**src/rtl/poke_pkg.sv**
```systemverilog
// Shared definitions for the creature-evolution controller.
//   state_t     : FSM state encoding, also the value driven on the 2-bit
//                 state output (IDLE=0, CHARGE=1, EVOLVING=2, FINAL=3).
//   DEF_THRESH  : default loudness threshold.
//   cnt_w()     : bit width of a counter that must reach n-1. The result
//                 is never less than 1.
package poke_pkg;

    typedef enum logic [1:0] {
        ST_IDLE     = 2'd0,
        ST_CHARGE   = 2'd1,
        ST_EVOLVING = 2'd2,
        ST_FINAL    = 2'd3
    } state_t;

    localparam int DEF_THRESH = 10;

    function automatic int cnt_w(input int n);
        return (n <= 2) ? 1 : $clog2(n);
    endfunction

endpackage

```
**src/rtl/evolve_timer.sv**
```systemverilog
// Evolution duration timer.
// The count runs while en is high. done is high during the cycle in which
// count == CYCLES-1 and en is high. On the following edge the count
// returns to zero.
// Ports:
//   clk  in  1 : system clock
//   clr  in  1 : synchronous clear; overrides en
//   en   in  1 : count enable
//   done out 1 : last cycle of the timed interval
module evolve_timer
    import poke_pkg::*;
#(
    parameter int CYCLES = 100000000
) (
    input  logic clk,
    input  logic clr,
    input  logic en,
    output logic done
);

    localparam int           W    = cnt_w(CYCLES);
    localparam logic [W-1:0] LAST = W'(CYCLES - 1);

    logic [W-1:0] count;

    assign done = en && (count == LAST);

    always_ff @(posedge clk) begin
        if (clr) begin
            count <= '0;
        end else if (en) begin
            count <= done ? '0 : count + 1'b1;
        end
    end

endmodule

```
**src/rtl/poke_evolve_fsm.sv**
```systemverilog
// Creature-evolution controller driven by the microphone volume level.
// A run of HOLD_CYCLES consecutive loud samples starts an evolution.
// A sample is loud when vol > THRESH. An evolution lasts EVOLVE_CYCLES
// clocks and then advances the creature by one stage. When the creature
// reaches stage N_STAGES-1, the controller enters FINAL and stays there
// until clr.
// Ports:
//   clk          in  1       : system clock
//   clr          in  1       : synchronous active-high reset, highest priority
//   vol          in  VOL_W   : current volume level (unsigned)
//   state        out 2       : FSM state (IDLE=0, CHARGE=1, EVOLVING=2, FINAL=3)
//   stage        out STAGE_W : current creature stage
//   evolving     out 1       : high while state is EVOLVING
//   evolve_pulse out 1       : one-cycle strobe on the cycle stage increments
module poke_evolve_fsm
    import poke_pkg::*;
#(
    parameter int VOL_W         = 4,
    parameter int THRESH        = DEF_THRESH,
    parameter int HOLD_CYCLES   = 4,
    parameter int EVOLVE_CYCLES = 100000000,
    parameter int N_STAGES      = 3,
    parameter int STAGE_W       = $clog2(N_STAGES)
) (
    input  logic               clk,
    input  logic               clr,
    input  logic [VOL_W-1:0]   vol,
    output logic [1:0]         state,
    output logic [STAGE_W-1:0] stage,
    output logic               evolving,
    output logic               evolve_pulse
);

    localparam int                 HOLD_W     = cnt_w(HOLD_CYCLES);
    localparam logic [HOLD_W-1:0]  HOLD_LAST  = HOLD_W'(HOLD_CYCLES - 1);
    localparam logic [VOL_W-1:0]   THRESH_V   = VOL_W'(THRESH);
    localparam logic [STAGE_W-1:0] STAGE_LAST = STAGE_W'(N_STAGES - 1);

    state_t              state_q;
    logic [HOLD_W-1:0]   hold_cnt;
    logic [STAGE_W-1:0]  stage_next;
    logic                loud;
    logic                enter_evolving;
    logic                timer_done;

    assign loud       = (vol > THRESH_V);
    assign stage_next = stage + 1'b1;

    // The last loud sample of a run moves the FSM into EVOLVING. With
    // HOLD_CYCLES == 1, the first loud sample in IDLE is the last sample.
    assign enter_evolving = loud &&
        (((state_q == ST_IDLE) && (HOLD_CYCLES == 1)) ||
         ((state_q == ST_CHARGE) && (hold_cnt == HOLD_LAST)));

    // The timer is cleared when the FSM enters EVOLVING, so every
    // evolution lasts the full EVOLVE_CYCLES.
    evolve_timer #(
        .CYCLES (EVOLVE_CYCLES)
    ) u_timer (
        .clk  (clk),
        .clr  (clr | enter_evolving),
        .en   (state_q == ST_EVOLVING),
        .done (timer_done)
    );

    always_ff @(posedge clk) begin
        if (clr) begin
            state_q      <= ST_IDLE;
            stage        <= '0;
            evolving     <= 1'b0;
            evolve_pulse <= 1'b0;
            hold_cnt     <= '0;
        end else begin
            evolve_pulse <= 1'b0;
            case (state_q)
                ST_IDLE: begin
                    if (enter_evolving) begin
                        state_q  <= ST_EVOLVING;
                        evolving <= 1'b1;
                    end else if (loud) begin
                        state_q  <= ST_CHARGE;
                        hold_cnt <= HOLD_W'(1);
                    end
                end
                ST_CHARGE: begin
                    if (!loud) begin
                        // A quiet sample cancels the whole run of loud samples.
                        state_q  <= ST_IDLE;
                        hold_cnt <= '0;
                    end else if (enter_evolving) begin
                        state_q  <= ST_EVOLVING;
                        evolving <= 1'b1;
                        hold_cnt <= '0;
                    end else begin
                        hold_cnt <= hold_cnt + 1'b1;
                    end
                end
                ST_EVOLVING: begin
                    if (timer_done) begin
                        stage        <= stage_next;
                        evolve_pulse <= 1'b1;
                        evolving     <= 1'b0;
                        state_q      <= (stage_next == STAGE_LAST) ? ST_FINAL : ST_IDLE;
                    end
                end
                ST_FINAL: begin
                    // FINAL holds until clr. Because nothing leaves this
                    // state, stage cannot advance past STAGE_LAST.
                end
                default: begin
                    state_q  <= ST_IDLE;
                    evolving <= 1'b0;
                end
            endcase
        end
    end

    assign state = state_q;

endmodule

```
**config.mk**
```make
export PLATFORM = sky130hd
export DESIGN_NAME = poke_evolve_fsm
export DESIGN_NICKNAME = d
export VERILOG_FILES = /design/src/rtl/poke_pkg.sv /design/src/rtl/evolve_timer.sv /design/src/rtl/poke_evolve_fsm.sv
export SDC_FILE = /design/constraint.sdc
export NUM_CORES = 1
export LEC_CHECK = 0
export ABC_AREA = 1
export CORE_AREA = 2 2 65 67
export DETAILED_ROUTE_END_ITERATION = 8
export DIE_AREA = 0 0 67 69
export PLACE_DENSITY = 0.68
export RECOVER_POWER = 50
export SLEW_MARGIN = 20
export SYNTH_ARGS = -nofsm -noshare
export SYNTH_HDL_FRONTEND = slang
export SYNTH_SLANG_ARGS = --single-unit
```
**constraint.sdc**
```tcl
create_clock -name clk -period 3.74 [get_ports clk]
set_input_delay 0.561 -clock clk [delete_from_list [all_inputs] [get_ports clk]]
set_output_delay 0.561 -clock clk [all_outputs]
set_load 0.01 [all_outputs]
```
* Word-level counts from Yosys, hierarchy flattened
Index checks and enable logic that the tools add are counted.
Storage, ports and cells: register bits 35, bits of input ports 6, output and inout port bits 6
Operators by class: $add $sub $neg 3, order comparisons 1, equality and inequality tests 11, mux-type cells 17, bitwise logic cells 2, reduce and logical (&&, ||, !) cells 11
Operator list (number):
- adder 27 x 1 -> 27 bit (second input constant) | 1
- == test 27 bit (second input constant) | 1
- two-way mux 27 bit | 1
- two-way mux 2 bit | 9
- != test 2 bit (second input constant) | 4
- == test 2 bit (second input constant) | 3
- != test 3 bit (second input constant) | 2
- one-hot mux 2 bit (3 select lines) | 1
- AND reduction 3 bit | 2
- adder 2 x 1 -> 2 bit (second input constant) | 2
- > comparator 4 bit (second input constant) | 1
- two-way mux 1 bit | 4
- one-hot mux 2 bit (2 select lines) | 1
- AND reduction 4 bit | 1
- logical AND 1 bit | 3
- one-hot mux 1 bit (3 select lines) | 1
- nonzero test 3 bit | 1
- == test 2 x 1 -> 1 bit (second input constant) | 1
- logical NOT 2 bit | 1
- AND reduction 2 bit | 1
- nonzero test 2 bit | 1
- OR reduction 2 bit | 1
- inverter 1 bit | 1
- bitwise OR 1 bit | 1

* Longest topological paths before layout
depth in word-level cells 6, depth in mapped cells 11, mapped depth without buffers 11

* Hierarchy
Synthesis repeated with hierarchy kept, for this count alone.
Second synthesis, totals: cells, all modules 333, area total of the unflattened synthesis 2114.5 um2
Modules (own cells, without submodules):
- evolve_timer | times used 1, cells an instance 260, area each 1592.8 um2
- poke_evolve_fsm | times used 1, cells an instance 73, area each 521.8 um2

* Worst setup path after synthesis
OpenSTA, ideal clock, no wires.
path type reg-to-reg, start point register state_q[1], in the netlist state[1], end point register u_timer.count[23], arrival 1.480 ns, path slack 2.197 ns, stages on the path, launching flop included 9, buffers on the path 1, clock period less this slack 1.543 ns, path through dfxtp_1 inv_1 ha_1 nand4_1 nand2_2 a21oi_4 buf_4 nand2_1 nor2_1
Between the ends: longest elaborated chain between the ends 4
Ends and longest elaborated chain:
- from (decl) | line poke_evolve_fsm.sv:39 | state_t state_q;
- from (signal assigned) | line poke_evolve_fsm.sv:103 | state_q <= (stage_next == STAGE_LAST) ? ST_FINAL : ST_IDLE;
- == test 2 x 1 -> 1 bit | line poke_evolve_fsm.sv:53 | ((state_q == ST_CHARGE) && (hold_cnt == HOLD_LAST)));
- logical AND 1 bit | line poke_evolve_fsm.sv:53
- logical AND 1 bit | line poke_evolve_fsm.sv:51 | assign enter_evolving = loud &&
- bitwise OR 1 bit | line poke_evolve_fsm.sv:61 | .clr (clr | enter_evolving),
- to (signal assigned) | line evolve_timer.sv:32 | count <= done ? '0 : count + 1'b1;
- to (decl) | line evolve_timer.sv:24 | logic [W-1:0] count;
Parallel ways exist; a longest one is shown, timed or not. A chain may end at the register's enable or synchronous reset.

* Worst setup path in the final report
start point input vol[1], end point register u_timer.count[12]
Between the ends: longest elaborated chain between the ends 3
Ends and longest elaborated chain:
- from (decl) | line poke_evolve_fsm.sv:27 | input logic [VOL_W-1:0] vol,
- > comparator 4 bit | line poke_evolve_fsm.sv:46 | assign loud = (vol > THRESH_V);
- logical AND 1 bit | line poke_evolve_fsm.sv:51
- bitwise OR 1 bit | line poke_evolve_fsm.sv:61
No other way between the ends.

==> results_dict.tcl <==
set metrics [dict create \
    yosys.area_share.simple_pct 43.1 \
    initial_core_util_pct 51.5 \
    finalWorstSetupSlack_ns 1.60 \
    rrSetupSlack_ns 1.63 \
    crit_path_end_kind "register" \
    hold_viol 0 \
    clock-sinks 35 \
    skew_ns 0.00721 \
    clock_latency_ns 0.28 \
    synthDistinctLibCells 25 \
    wl_um 3970 \
    design.die.area_um2 4620 \
    crit_required_ns 3.96 \
    cts_resized 0 \
    arrival_ns 2.36 \
    synth_warnings 0 \
    syn_to_final_growth_pct 11.3 \
    seqPwrFrac_pct 46.2 \
    io_buffer_count 11 \
    drv_cap 0 \
    hold_class "reg -> reg" \
    antenna_found_initial 0 \
    ctsHoldBuffers 0 \
    fp.dieW_um 67 \
    cts_tree "built" \
    max_stage_delay_ns 0.53 \
    grt_max_degree 19 \
    grt_overflow_total 0 \
    post_cts_buffers 0 \
    busiest_layer "met1" \
    slew_headroom_pct 66.6 \
    crit_type "in -> reg" \
    antenna_left 0 \
    slowest_stage "dlygate4sd3_1" \
    synth_fa_ha_area_share_pct 3.72 \
    worst_slew_pin_slew_ns 0.501 \
    p_per_area_nw_per_um2 395 \
    final_layout_size_suffix_gt1_share_pct 7.06 \
    grt_usage_pct 19.0 \
    setup_tns_ns 0 \
    grt_setup_unrepaired "no" \
    die_y_um 69 \
    power_mw 0.888 \
    gp_routability_congestion 0.815 \
    crit_top_cell "nand2_1" \
    synthFlopType "dfxtp_1" \
    core_region_area_um2 3910 \
    cts-root-buf "clkbuf_8" \
    use_met2_pct 27.5 \
    max_freq_mhz 467 \
    synthCells 309 \
    preCtsSetupSlack_ns 1.50 \
    ios 12 \
    startpoint_type "input port" \
    cp_cell_sequence "dlygate4sd3_1, nand2_1, nand2_1, nand4_1, nand2_1, a21oi_4, o21ai_0, nor2_1" \
    syn_nets 321 \
    dr.pass1.iters 4 \
    swShare_pct 28.9 \
    cts_buffers 5 \
    hpwl_um 3040 \
    drc 0 \
    ys_seq_area_share_pct 34.7 \
    leakage_nw 0.958 \
    p_clk_share_pct 33.5 \
    vias 1804 \
    synthArstFlopShare_pct 0 \
    netlist_area_um2 2020 \
    setup_viol 0 \
    ctsHtreeMaxLevel 2 \
    wl_per_cell_um 10.5 \
    synth-xor-area-share_pct 1.74 \
    cts.path.max_buffers 2 \
    synth-seq-cells 35 \
    syn-mean-instance-area_um2 6.53 \
    viasPerCell 4.80 \
    synth_top_family_by_area "simple AND/OR/NAND/NOR gates" \
    slew_viol_final 0 \
    fin_nets 337 \
    gr-usage-met3_pct 3.92 \
    switching_power_mw 0.257 \
    ir_drop_uv 278 \
    crit_fanout 18 \
    synth.area.mux_share_pct 0 \
    grt_pass1_wl_um 6960 \
    grt_pass1_vias 1604 \
    drt_iter0_markers 196 \
    rows 23 \
    clk_pin_slew_worst_paths_ns 0.07 \
    p_int_mw 0.631 \
    grtUsageMet1_pct 27.8 \
    period_share_pct 57.3 \
    synth_compound_gate_area_share_pct 7.63 \
    diodes 0 \
    p_comb_share_pct 20.3 \
    status "completed" \
    synth_edf_count 0 \
    finalCriticalPeriod_ns 2.14 \
]
through the flow:
| step | hold slack [ns] | cell area, um^2 | cells | util (%) |
|---|---|---|---|---|
| global route | 0.521 | 2240 | 376 | 57.4 |
| CTS | 0.492 | 2270 | 376 | 58.1 |
| floorplan | 0.447 | 2020 | 309 | - |
| global placement | 0.465 | 2170 | 368 | 55.6 |
| detailed placement | 0.468 | 2170 | 368 | 55.6 |
| finish | 0.482 | 2240 | 376 | 57.4 |
cells in the final DEF, fill, tap and decap left out, types with 6 or more instances in the layout:
cell type / count
nand2_1: 82
nor2_1: 53
inv_1: 43
dfxtp_1: 35
nand3_1: 28
a21oi_1: 12
o21ai_0: 12
clkbuf_8: 7
dlygate4sd3_1: 7
nor3_1: 6
ha_1: 6
Yosys cell counts, drive strengths merged, types with 3 or more instances:
cell type,n,area [um^2]
nor3b,3,22.5
ha,6,75.1
nand3,28,140
nand2,87,357
nor3,6,30.0
o21ai,12,60.1
a21oi,13,76.3
dfxtp,35,701
inv,45,169
nor2,61,287
final timing paths:
check,cells after the start,end,from
worst min-delay path,2,evolving,evolving
worst min register to register,2,evolving,evolving
worst max register to register,10,u_timer.count[20],state[0]
worst max-delay path,8,u_timer.count[12],vol[1]
area by class of cell:
| cell class | instances | area, um^2 |
|---|---|---|
| fill | 395 | 1670 |
| multi-input combinational | 227 | 1100 |
| sequential | 35 | 701 |
| inverter | 45 | 169 |
| timing repair buffer | 11 | 110 |
| clock buffer | 8 | 100 |
| tap | 50 | 62.6 |
worst max-delay path, delay by kind of cell:
family | cells | cell delay, ns
AOI/OAI and AO/OA | 2 | 0.66
and+or+nand+nor | 5 | 0.61
buffers and inverters | 1 | 0.53
registers in the layout, summed over array words and instances (netlist names):
signal,count
evolve_pulse,1
stage,2
hold_cnt,2
state,2
u_timer.count,27
evolving,1
cells by family after synthesis:
group,count (synthesis)
fa+ha+maj,6
simple gates,190
buf+inv,47
compound gates,27
xor+xnor,4
flops,35
layer usage:
layer / wire length [um] / share of wire [%]
met5: 0 / 0
met4: 33 / 0.83
met3: 120 / 3.0
met2: 1720 / 43
met1: 2100 / 53
power by group through the flow:
stage	clock network (mW)	logic (mW)	registers, mW
4_1_cts	0.309	0.192	0.410
3_3_place_gp	0	0.192	0.418
5_1_grt	0.322	0.211	0.413
6_report	0.298	0.180	0.410
2_1_floorplan	0	0.145	0.417
3_5_place_dp	0	0.192	0.418
(Power assumes the default switching activity.)
